## config.mk

```make
export PLATFORM = sky130hd
export DESIGN_NAME = alu_share_arbiter_flat
export DESIGN_NICKNAME = d
export VERILOG_FILES = /design/src/rtl/alu_share_arbiter_if.sv /design/src/rtl/alu_share_arbiter.sv /design/src/flat_wrapper.sv
export SDC_FILE = /design/constraint.sdc
export NUM_CORES = 1
export LEC_CHECK = 0
export ABC_AREA = 1
export ABC_CLOCK_PERIOD_IN_PS = 3150
export BUFFER_PORTS_ARGS = -buffer_cell sky130_fd_sc_hd__buf_2
export CAP_MARGIN = 10
export CORE_MARGIN = 1.5
export CORE_UTILIZATION = 51
export DETAILED_ROUTE_END_ITERATION = 16
export PLACE_DENSITY = 0.77
export SLEW_MARGIN = 10
export SYNTH_ARGS = -nofsm -noshare
export SYNTH_HDL_FRONTEND = slang
export SYNTH_SLANG_ARGS = --single-unit
```

## constraint.sdc

```tcl
create_clock -name clk -period 3.15 [get_ports clk]
set_clock_uncertainty 0.2 [all_clocks]
set_input_delay 0.1575 -clock clk [delete_from_list [all_inputs] [get_ports clk]]
set_output_delay 0.1575 -clock clk [all_outputs]
set_load 0.05 [all_outputs]
```

## src/rtl/alu_share_arbiter_if.sv

```systemverilog
// alu_share_arbiter_if
// Request and response bundle between the two issuing units, the shared ALU
// front end, and the result consumer.
//
// Handshake rules: a transfer on either channel happens on a rising clock edge
// where valid and ready are both high. A producer holds valid and its payload
// stable until that edge. ready may depend combinationally on valid, valid
// never depends on ready.
interface alu_share_arbiter_if;
   logic [1:0]  req_valid;
   logic [1:0]  req_ready;
   logic [7:0]  req_opcode;
   logic [15:0] req_a;
   logic [15:0] req_b;
   logic [15:0] req_c;
   logic [15:0] req_d;
   logic [1:0]  req_sel;
   logic        rsp_valid;
   logic        rsp_ready;
   logic        rsp_id;
   logic [7:0]  rsp_result;
   logic        rsp_zero;

   // ALU front end side
   modport slave (
      input  req_valid, req_opcode, req_a, req_b, req_c, req_d, req_sel, rsp_ready,
      output req_ready, rsp_valid, rsp_id, rsp_result, rsp_zero
   );

   // Requesters plus consumer side
   modport master (
      output req_valid, req_opcode, req_a, req_b, req_c, req_d, req_sel, rsp_ready,
      input  req_ready, rsp_valid, rsp_id, rsp_result, rsp_zero
   );
endinterface

```

## src/rtl/alu_share_arbiter.sv

```systemverilog
// alu_share_arbiter
// Shares one 8-bit four-operand ALU between two requesters. One operation is
// in flight at a time: IDLE accepts, EXEC computes into registers, RESP holds
// the result until the consumer takes it.
//
// Build option: define ALU_SHARE_ARB_ROUND_ROBIN_EN to alternate grants when
// both requesters are valid; otherwise requester 0 wins every tie.
// state_dbg and last_grant_dbg expose the FSM state and arbitration pointer.
module alu_share_arbiter (
   input  logic                clk,
   input  logic                rst,
   alu_share_arbiter_if.slave  bus,
   output logic                busy,
   output logic [7:0]          ops_done,
   output logic [1:0]          state_dbg,
   output logic                last_grant_dbg
);

   typedef enum logic [1:0] {
      IDLE = 2'd0,
      EXEC = 2'd1,
      RESP = 2'd2
   } state_t;

   state_t      state_q;
   state_t      state_d;
   logic        grant;
   logic        accept;
   logic [1:0]  ready;

   logic [3:0]  op_q;
   logic [7:0]  a_q;
   logic [7:0]  b_q;
   logic [7:0]  c_q;
   logic [7:0]  d_q;
   logic        sel_q;
   logic        id_q;
   logic        last_grant;

   logic [7:0]  result_q;
   logic        zero_q;
   logic        rsp_id_q;
   logic [7:0]  ops_q;
   logic [7:0]  alu_y;

   // Pick the requester to serve; ties resolved by the build-time policy
   always_comb begin
      grant = 1'b0;
      case (bus.req_valid)
         2'b01:   grant = 1'b0;
         2'b10:   grant = 1'b1;
         2'b11: begin
`ifdef ALU_SHARE_ARB_ROUND_ROBIN_EN
            grant = ~last_grant;
`else
            grant = 1'b0;
`endif
         end
         default: grant = 1'b0;
      endcase
   end

   // Next state and accept strobe; ready is forced low while in reset
   always_comb begin
      state_d = state_q;
      ready   = 2'b00;
      accept  = 1'b0;
      case (state_q)
         IDLE: begin
            if (bus.req_valid[grant]) begin
               ready[grant] = 1'b1;
               accept       = 1'b1;
               state_d      = EXEC;
            end
         end
         EXEC:    state_d = RESP;
         RESP: begin
            if (bus.rsp_ready) state_d = IDLE;
         end
         default: state_d = IDLE;
      endcase
      if (rst) begin
         ready  = 2'b00;
         accept = 1'b0;
      end
   end

   // State register
   always_ff @(posedge clk) begin
      if (rst) state_q <= IDLE;
      else     state_q <= state_d;
   end

   // ALU on the latched operands; all arithmetic wraps at 8 bits
   always_comb begin
      alu_y = 8'h00;
      case (op_q)
         4'd0, 4'd7: alu_y = a_q + b_q + c_q + d_q;
         4'd1:       alu_y = a_q - b_q;
         4'd2:       alu_y = a_q & b_q;
         4'd3:       alu_y = a_q | b_q;
         4'd4:       alu_y = a_q ^ b_q;
         4'd5:       alu_y = ~a_q;
         4'd6:       alu_y = sel_q ? (a_q + c_q) : (b_q + d_q);
         default:    alu_y = 8'h00;
      endcase
   end

   // Operand capture, result register, completion counter and grant pointer
   always_ff @(posedge clk) begin
      if (rst) begin
         op_q       <= 4'h0;
         a_q        <= 8'h00;
         b_q        <= 8'h00;
         c_q        <= 8'h00;
         d_q        <= 8'h00;
         sel_q      <= 1'b0;
         id_q       <= 1'b0;
         last_grant <= 1'b1;
         result_q   <= 8'h00;
         zero_q     <= 1'b1;
         rsp_id_q   <= 1'b0;
         ops_q      <= 8'h00;
      end else begin
         if (accept) begin
            op_q       <= grant ? bus.req_opcode[7:4] : bus.req_opcode[3:0];
            a_q        <= grant ? bus.req_a[15:8]     : bus.req_a[7:0];
            b_q        <= grant ? bus.req_b[15:8]     : bus.req_b[7:0];
            c_q        <= grant ? bus.req_c[15:8]     : bus.req_c[7:0];
            d_q        <= grant ? bus.req_d[15:8]     : bus.req_d[7:0];
            sel_q      <= grant ? bus.req_sel[1]      : bus.req_sel[0];
            id_q       <= grant;
            last_grant <= grant;
         end
         if (state_q == EXEC) begin
            result_q <= alu_y;
            zero_q   <= (alu_y == 8'h00);
            rsp_id_q <= id_q;
         end
         if ((state_q == RESP) && bus.rsp_ready) begin
            ops_q <= ops_q + 8'd1;
         end
      end
   end

   assign bus.req_ready   = ready;
   assign bus.rsp_valid   = (state_q == RESP);
   assign bus.rsp_id      = rsp_id_q;
   assign bus.rsp_result  = result_q;
   assign bus.rsp_zero    = zero_q;
   assign busy            = (state_q != IDLE);
   assign ops_done        = ops_q;
   assign state_dbg       = state_q;
   assign last_grant_dbg  = last_grant;

endmodule
```

## src/flat_wrapper.sv

```systemverilog
// flat-port wrapper written by rule: the top's interface ports become plain ports
module alu_share_arbiter_flat 
  (clk, rst, busy, ops_done, state_dbg, last_grant_dbg, bus_req_valid, bus_req_opcode, bus_req_a, bus_req_b, bus_req_c, bus_req_d, bus_req_sel, bus_rsp_ready, bus_req_ready, bus_rsp_valid, bus_rsp_id, bus_rsp_result, bus_rsp_zero);
  alu_share_arbiter_if bus_i ();
  input  logic clk;
  input  logic rst;
  output logic busy;
  output logic [7:0] ops_done;
  output logic [1:0] state_dbg;
  output logic last_grant_dbg;
  input wire logic [$bits(bus_i.req_valid)-1:0] bus_req_valid;
  input wire logic [$bits(bus_i.req_opcode)-1:0] bus_req_opcode;
  input wire logic [$bits(bus_i.req_a)-1:0] bus_req_a;
  input wire logic [$bits(bus_i.req_b)-1:0] bus_req_b;
  input wire logic [$bits(bus_i.req_c)-1:0] bus_req_c;
  input wire logic [$bits(bus_i.req_d)-1:0] bus_req_d;
  input wire logic [$bits(bus_i.req_sel)-1:0] bus_req_sel;
  input wire logic [$bits(bus_i.rsp_ready)-1:0] bus_rsp_ready;
  output wire logic [$bits(bus_i.req_ready)-1:0] bus_req_ready;
  output wire logic [$bits(bus_i.rsp_valid)-1:0] bus_rsp_valid;
  output wire logic [$bits(bus_i.rsp_id)-1:0] bus_rsp_id;
  output wire logic [$bits(bus_i.rsp_result)-1:0] bus_rsp_result;
  output wire logic [$bits(bus_i.rsp_zero)-1:0] bus_rsp_zero;
  assign bus_i.req_valid = bus_req_valid;
  assign bus_i.req_opcode = bus_req_opcode;
  assign bus_i.req_a = bus_req_a;
  assign bus_i.req_b = bus_req_b;
  assign bus_i.req_c = bus_req_c;
  assign bus_i.req_d = bus_req_d;
  assign bus_i.req_sel = bus_req_sel;
  assign bus_i.rsp_ready = bus_rsp_ready;
  assign bus_req_ready = bus_i.req_ready;
  assign bus_rsp_valid = bus_i.rsp_valid;
  assign bus_rsp_id = bus_i.rsp_id;
  assign bus_rsp_result = bus_i.rsp_result;
  assign bus_rsp_zero = bus_i.rsp_zero;
  alu_share_arbiter u_core (.clk(clk), .rst(rst), .bus(bus_i), .busy(busy), .ops_done(ops_done), .state_dbg(state_dbg), .last_grant_dbg(last_grant_dbg));
endmodule
```

==> reports/metrics.cfg, run 1 <==
[drt]
drt.antenna.violating_nets=0
route.detailed.drc=0
drtIter0Drc=448
vias=5751
dr_wl_cell_um=15.43
drt-vias-per-instance=5.390
routed_wl_um=16470
detail_route.first_pass.iterations=6

[yosys]
yosysWarningCount=0
synth_sequential_area_ratio=0.2359
ys_top_cells_by_count=159 x sky130_fd_sc_hd__nand2_1, 103 x sky130_fd_sc_hd__inv_1, 92 x sky130_fd_sc_hd__nor2_1, 67 x sky130_fd_sc_hd__nand3_1, 59 x sky130_fd_sc_hd__dfxtp_1
post_synth_inst_count=756
count_of_state_elements_after_synthesis=59
post_synth_main_area_contributors=sky130_fd_sc_hd__dfxtp_1 24%, sky130_fd_sc_hd__nand2_1 12%, sky130_fd_sc_hd__ha_1 11%
ys.flop_type=sky130_fd_sc_hd__dfxtp_1
postSynthNetCount=897
yosysMostFrequentCell=sky130_fd_sc_hd__nand2_1
post_synth.cell_area_avg_sq_um=6.623
netlist-cell-type-count=36
synth-edff-count=0
synth_area_sq_mm=0.005007
synthArstFlopShare=0
yosys.area.top_type_share=0.2359
netlist.top_cell.by_area=sky130_fd_sc_hd__dfxtp_1

[grt]
grt_util_all_layers=0.3308
maximum_number_of_pins_on_one_net_before_global_route_repair=47
grt_antenna_before_repair=0
grt_first_pass_wirelength_um=26450
total_congestion_overflow=0
number_of_global_route_vias_before_repair=5582

[setup_path]
timing.critical_path.to_type=register
cp.buffers_inverters=4
crit_path_max_incr_delay_ps=520
worst_path_dominant_cell_family=adder cells
timing.critical_path.fanout_max=4
critPathArrivalTime_ps=3150
critical_path.cell_chain=inv_1 -> fa_1 -> fa_1 -> inv_1 -> ha_1 -> nand2_1 -> inv_1 -> o21ai_0 -> nand3_1 -> nand3_1 -> nand3_1 -> nand3_1 -> nor2_2 -> nand2_1 -> nand2_1 -> inv_1
timing.setup.critical_path_class=reg -> reg
critical-path-slowest-cell=sky130_fd_sc_hd__fa_1
critical_path_required_ps=3200
worst_setup_path_start_kind=register

[timing]
rsz0062_at_grt=yes
fin_hold_ws_ps=14.90
period_minus_slack_ps=3106
setup_viol_count_final=0
totalNegativeSetupSlack_ps=0
final.setup.worst_slack_ps=44.33
max_freq_mhz=322.0
worst-slew-pin-transition_ps=805.7
timing.final.hold_violations=0
min_period_over_period=0.9859
timing.slew.headroom=0.4623
final_max_slew_viol_count=0

[die]
die_area_sq_mm=0.01042
rows=35
floorplan.initialDensity=0.5343
floorplan.die.width_um=102.1
io_count=104
core_area_sq_mm=0.009371
die_y_um=102.1

[clock_tree]
worst_skew_pair.late_latency_ps=340
cts.reportedPaths.clkPinSlew_ps=70
cts_sinks=59
numCtsBuffers=9
post-cts-setup-buffer-count=0
cts_root_buffer=sky130_fd_sc_hd__clkbuf_8
htreeDepth=3
cts.path.max_buffers=2
tritoncts=done

[power]
total_power_mw=3.240
total_leakage_power_nw=3.408
comb_power_share=0.475
seqPwrFrac=0.277
power_per_cell_area_mw_per_mm2=487.8
power.switching_mw=1.315
power.switching_fraction=0.4058
clockPowerShare=0.248
vdd_ir_drop_max_mv=0.2713
p_int_mw=1.925

[run_status]
outcome=complete, no violations

[finish]
postLayoutCoreUtil=0.7087
finish.instance_area_sq_mm=0.006641
final_nets=1075
drive_above_1_share=0.2249
diodes=0
syn2layout_area_growth_pct=32.63
fin_cells=1067

[placement]
post_place_cells=1000
port-buffer-count=103
detailed_place.area_sq_mm=0.005834
dp.final_hpwl_um=12210
gpl.final_weighted_congestion=0.9823
dpl_worst_slack_ps=-79.40

[flow_run]
cap_viol_max_count=0

[worst_hold_path]
hold_class=in -> reg

[state kept, by name (all words and copies together), names as in the netlist]
signal,flops
u_core.bus.rsp_zero,1
u_core.ops_done,8
u_core.b_q,8
u_core.last_grant_dbg,1
u_core.bus.rsp_id,1
u_core.a_q,8
u_core.bus.rsp_result,8
u_core.d_q,8
u_core.sel_q,1
u_core.c_q,8
u_core.state_dbg,2
u_core.id_q,1
u_core.op_q,4
[repair_timing]
item                                    in CTS  in global routing
hold buffers                                52                  0
pin swaps                                    6                  7
cloned                                       0                  0
gates resized for setup                      3                 16
endpoints found under the setup margin       3                  6
endpoints found under the hold margin       38                  0
[power by group through the flow]
stage | Clock [mW] | Sequential (mW) | Combinational, mW
after detailed placement | 0 | 0.907 | 1.38
after CTS | 0.804 | 0.892 | 1.46
after global placement | 0 | 0.906 | 1.35
after global routing | 0.843 | 0.904 | 1.70
after floorplan | 0 | 0.966 | 0.895
final | 0.804 | 0.897 | 1.54
[cell families after synthesis]
family / after synthesis / share of synthesized area
and+or+nand+nor: 360 / 0.3171
DFF: 59 / 0.2359
xor gates and xnor gates: 6 / 0.01050
AOI/OAI and AO/OA: 135 / 0.1487
buffers and inverters: 134 / 0.1074
adders and majority gates: 62 / 0.1804
[worst min-delay path: stages]
cell                      delay, ps
sky130_fd_sc_hd__buf_2           70
sky130_fd_sc_hd__nor2_1          40
sky130_fd_sc_hd__nor2_1          80
sky130_fd_sc_hd__o21ai_1         60
sky130_fd_sc_hd__a21oi_1        110
[layout by cell type, fill, tap and decap left out, types with 2 or more instances in the layout]
cell / n
sky130_fd_sc_hd__o21ai_0: 42
sky130_fd_sc_hd__dfxtp_1: 51
sky130_fd_sc_hd__inv_2: 9
sky130_fd_sc_hd__o21ai_1: 11
sky130_fd_sc_hd__nand2_1: 158
sky130_fd_sc_hd__o21a_1: 3
sky130_fd_sc_hd__dlygate4sd3_1: 52
sky130_fd_sc_hd__a31o_2: 2
sky130_fd_sc_hd__nor2_2: 10
sky130_fd_sc_hd__nand3b_1: 5
sky130_fd_sc_hd__a31oi_1: 16
sky130_fd_sc_hd__nor2_4: 5
sky130_fd_sc_hd__bufinv_16: 2
sky130_fd_sc_hd__nand4_1: 9
sky130_fd_sc_hd__nand3_1: 64
sky130_fd_sc_hd__fa_1: 16
sky130_fd_sc_hd__xor2_1: 3
sky130_fd_sc_hd__clkbuf_8: 11
sky130_fd_sc_hd__o211ai_1: 4
sky130_fd_sc_hd__or2_2: 3
sky130_fd_sc_hd__inv_1: 101
sky130_fd_sc_hd__nand2_4: 3
sky130_fd_sc_hd__buf_4: 35
sky130_fd_sc_hd__nor2_1: 88
sky130_fd_sc_hd__o22ai_1: 4
sky130_fd_sc_hd__a21oi_1: 48
sky130_fd_sc_hd__nand2_2: 6
sky130_fd_sc_hd__buf_2: 103
sky130_fd_sc_hd__nand3_2: 4
sky130_fd_sc_hd__ha_1: 43
sky130_fd_sc_hd__nor3_1: 3
sky130_fd_sc_hd__xnor2_1: 3
sky130_fd_sc_hd__dfxtp_2: 8
[cell type report]
cell class | count | area [sq um]
clock buffer | 11 | 151.4
tap | 129 | 161.4
clock inverter | 4 | 73.82
timing repair buffer | 190 | 1299
multi-input combinational | 563 | 3348
sequential | 59 | 1191
fill | 778 | 2730
inverter | 111 | 416.7
[path summary, 6_finish.rpt]
kind | from | endpoint | slack (ps) | depth (start not counted)
worst min register to register | u_core.last_grant_dbg | u_core.last_grant_dbg | 280 | 2
worst max register to register | u_core.b_q[6] | u_core.bus.rsp_result[7] | 40 | 16
worst min-delay path | bus_req_a[13] | u_core.a_q[5] | 10 | 5
worst max-delay path | u_core.b_q[6] | u_core.bus.rsp_result[7] | 40 | 16
[per-layer routing]
layer / vias up / routed length [um] / global-route usage
met1: 2646 / 7163 / 0.4252
met5: - / 0 / 0
li1: 2799 / - / -
met2: 258 / 7584 / 0.5380
met3: 48 / 1068 / 0.06361
met4: 0 / 652 / 0.1517
Power figures use the tool's default switching activity.
==> run 2, diff against run 1 <==
Settings changed: CORE_ASPECT_RATIO from default to 0.9.
==> reports/metrics.cfg, run 2 (synthesis gave the netlist of run 1 again) <==
[finish]
syn2layout_area_growth_pct=33.06
finish.instance_area_sq_mm=0.006663  ; +0.32%
fin_cells=1068  ; +0.094%
highest_count_cells_in_the_layout_ignoring_fill_and_taps=157 x sky130_fd_sc_hd__nand2_1, 103 x sky130_fd_sc_hd__buf_2, 101 x sky130_fd_sc_hd__inv_1
final_nets=1079  ; +0.37%
layout_commonest_cell=sky130_fd_sc_hd__nand2_1
drive_above_1_share=0.2304  ; +0.005414
postLayoutCoreUtil=0.6930  ; -0.01568
diodes=0  ; unchanged

[placement]
dp.final_hpwl_um=12830  ; +5.1%
post_place_cells=1001  ; +0.10%
gpl.final_weighted_congestion=0.9552  ; -2.8%
port-buffer-count=103  ; unchanged
dpl_worst_slack_ps=-59.58  ; +19.82 ps
detailed_place.area_sq_mm=0.005861  ; +0.45%

[clock_tree]
worst_skew_pair.late_latency_ps=340  ; about the same
htreeDepth=3  ; unchanged
cts_sinks=59  ; unchanged
cts.reportedPaths.clkPinSlew_ps=70  ; about the same
numCtsBuffers=9  ; unchanged
cts_root_buffer=sky130_fd_sc_hd__clkbuf_8
tritoncts=done
cts.path.max_buffers=2  ; unchanged

[timing]
setup_viol_count_final=0  ; unchanged
fin_hold_ws_ps=20.33  ; +5.425 ps
worst-slew-pin-transition_ps=877.0  ; +71.27 ps
final_max_slew_viol_count=0  ; unchanged
rsz0062_at_grt=yes
final.setup.worst_slack_ps=30.54  ; -13.79 ps
max_freq_mhz=320.6  ; -0.44%
totalNegativeSetupSlack_ps=0  ; unchanged
timing.final.hold_violations=0  ; unchanged
min_period_over_period=0.9903  ; +0.004378
period_minus_slack_ps=3119  ; +13.79 ps
timing.slew.headroom=0.4147  ; -0.04757

[grt]
grt_antenna_before_repair=0  ; unchanged
number_of_global_route_vias_before_repair=5676  ; +1.7%
total_congestion_overflow=0  ; unchanged
grt_util_all_layers=0.3417  ; +0.01091
maximum_number_of_pins_on_one_net_before_global_route_repair=47  ; unchanged
grt_first_pass_wirelength_um=27850  ; +5.3%

[drt]
detail_route.first_pass.iterations=6  ; unchanged
vias=5709  ; -0.73%
routed_wl_um=17160  ; +4.2%
drt.antenna.violating_nets=0  ; unchanged
drt-vias-per-instance=5.346  ; -0.82%
dr_wl_cell_um=16.07  ; +4.1%
route.detailed.drc=0  ; unchanged
drtIter0Drc=484  ; +8.0%

[power]
total_leakage_power_nw=3.404  ; -0.12%
total_power_mw=3.223  ; -0.51%
power_per_cell_area_mw_per_mm2=483.8  ; -0.82%
vdd_ir_drop_max_mv=0.2680  ; -1.2%

[worst_hold_path]
whs_path_depth=5  ; unchanged
worst_hold_endpoint=u_core.b_q[6]
hold_class=in -> reg
worst_hold_startpoint=bus_req_b[14]

[setup_path]
timing.setup.critical_path_class=reg -> reg
setup_slack_of_the_most_critical_reg_to_reg_path_ps=30  ; about the same
timing.critical_path.fanout_max=4  ; unchanged
worstSetupStartpoint=u_core.d_q[1]
worst_setup_path_start_kind=register
worstReg2RegEnd=u_core.bus.rsp_result[3]
worst_r2r_path_depth=14  ; -2
critical_path_required_ps=3190  ; about the same
timing.rr.start=u_core.d_q[1]
timing.critical_path.to_type=register
critPathArrivalTime_ps=3160  ; about the same

[die]
floorplan.initialDensity=0.5208  ; -0.01349
floorplan.die.width_um=107.4  ; +5.3%
core_area_sq_mm=0.009614  ; +2.6%
rows=34  ; -2.9%
io_count=104  ; unchanged
die_y_um=97  ; -5.0%
die_area_sq_mm=0.01042  ; about the same

[run_status]
outcome=complete, no violations

[flow_run]
cap_viol_max_count=0  ; unchanged

run 2: layer usage:
layer / share of wire / GRT usage / vias to the layer above
met5: 0 / 0 / -
met4: 0.031 / 0.1215 / 0
met3: 0.067 / 0.05391 / 41
met2: 0.46 / 0.5600 / 229
met1: 0.44 / 0.4536 / 2642
li1: - / - / 2797
run 2: report_power, final:
| group | internal (mW) | switching (mW) | total [mW] |
|---|---|---|---|
| registers | 0.821 | 0.0689 | 0.890 |
| logic | 0.658 | 0.947 | 1.61 |
| clock network | 0.403 | 0.325 | 0.728 |
run 2: final cells by class:
cell class                 count  area [sq um]
inverter                     111         416.7
tap                          126         157.7
clock inverter                 4         50.05
sequential                    59          1192
timing repair buffer         194          1326
multi-input combinational    563          3368
fill                         816          2952
clock buffer                  11         151.4
run 2: worst max path at each step:
stage,depth (start not counted),slack (ps),endpoint
floorplan,14,20,u_core.bus.rsp_zero
global placement,14,-30,u_core.bus.rsp_zero
detailed placement,14,-60,u_core.bus.rsp_zero
CTS,17,20,u_core.bus.rsp_result[7]
global route,14,-110,u_core.bus.rsp_zero
finish,14,30,u_core.bus.rsp_result[3]
run 2: worst max-delay path, stage by stage, from the launching register on:
cell and delay, ps:
sky130_fd_sc_hd__dfxtp_2 330, sky130_fd_sc_hd__inv_2 40, sky130_fd_sc_hd__fa_1 500, sky130_fd_sc_hd__fa_1 540, sky130_fd_sc_hd__inv_1 40, sky130_fd_sc_hd__ha_2 170
sky130_fd_sc_hd__fa_2 380, sky130_fd_sc_hd__or2_4 250, sky130_fd_sc_hd__nand3_2 80, sky130_fd_sc_hd__nand3_2 80, sky130_fd_sc_hd__nor2_2 130, sky130_fd_sc_hd__buf_4 120
sky130_fd_sc_hd__nand2_2 30, sky130_fd_sc_hd__o211ai_1 70, sky130_fd_sc_hd__inv_1 60
run 2: what timing repair did:
action | CTS | global route
hold buffers | 51 | 0
pin swaps | 6 | 16
buffers inserted | 0 | 1
resized for setup | 4 | 17
hold endpoints to repair | 38 | 0
endpoints found under the setup margin | 3 | 6
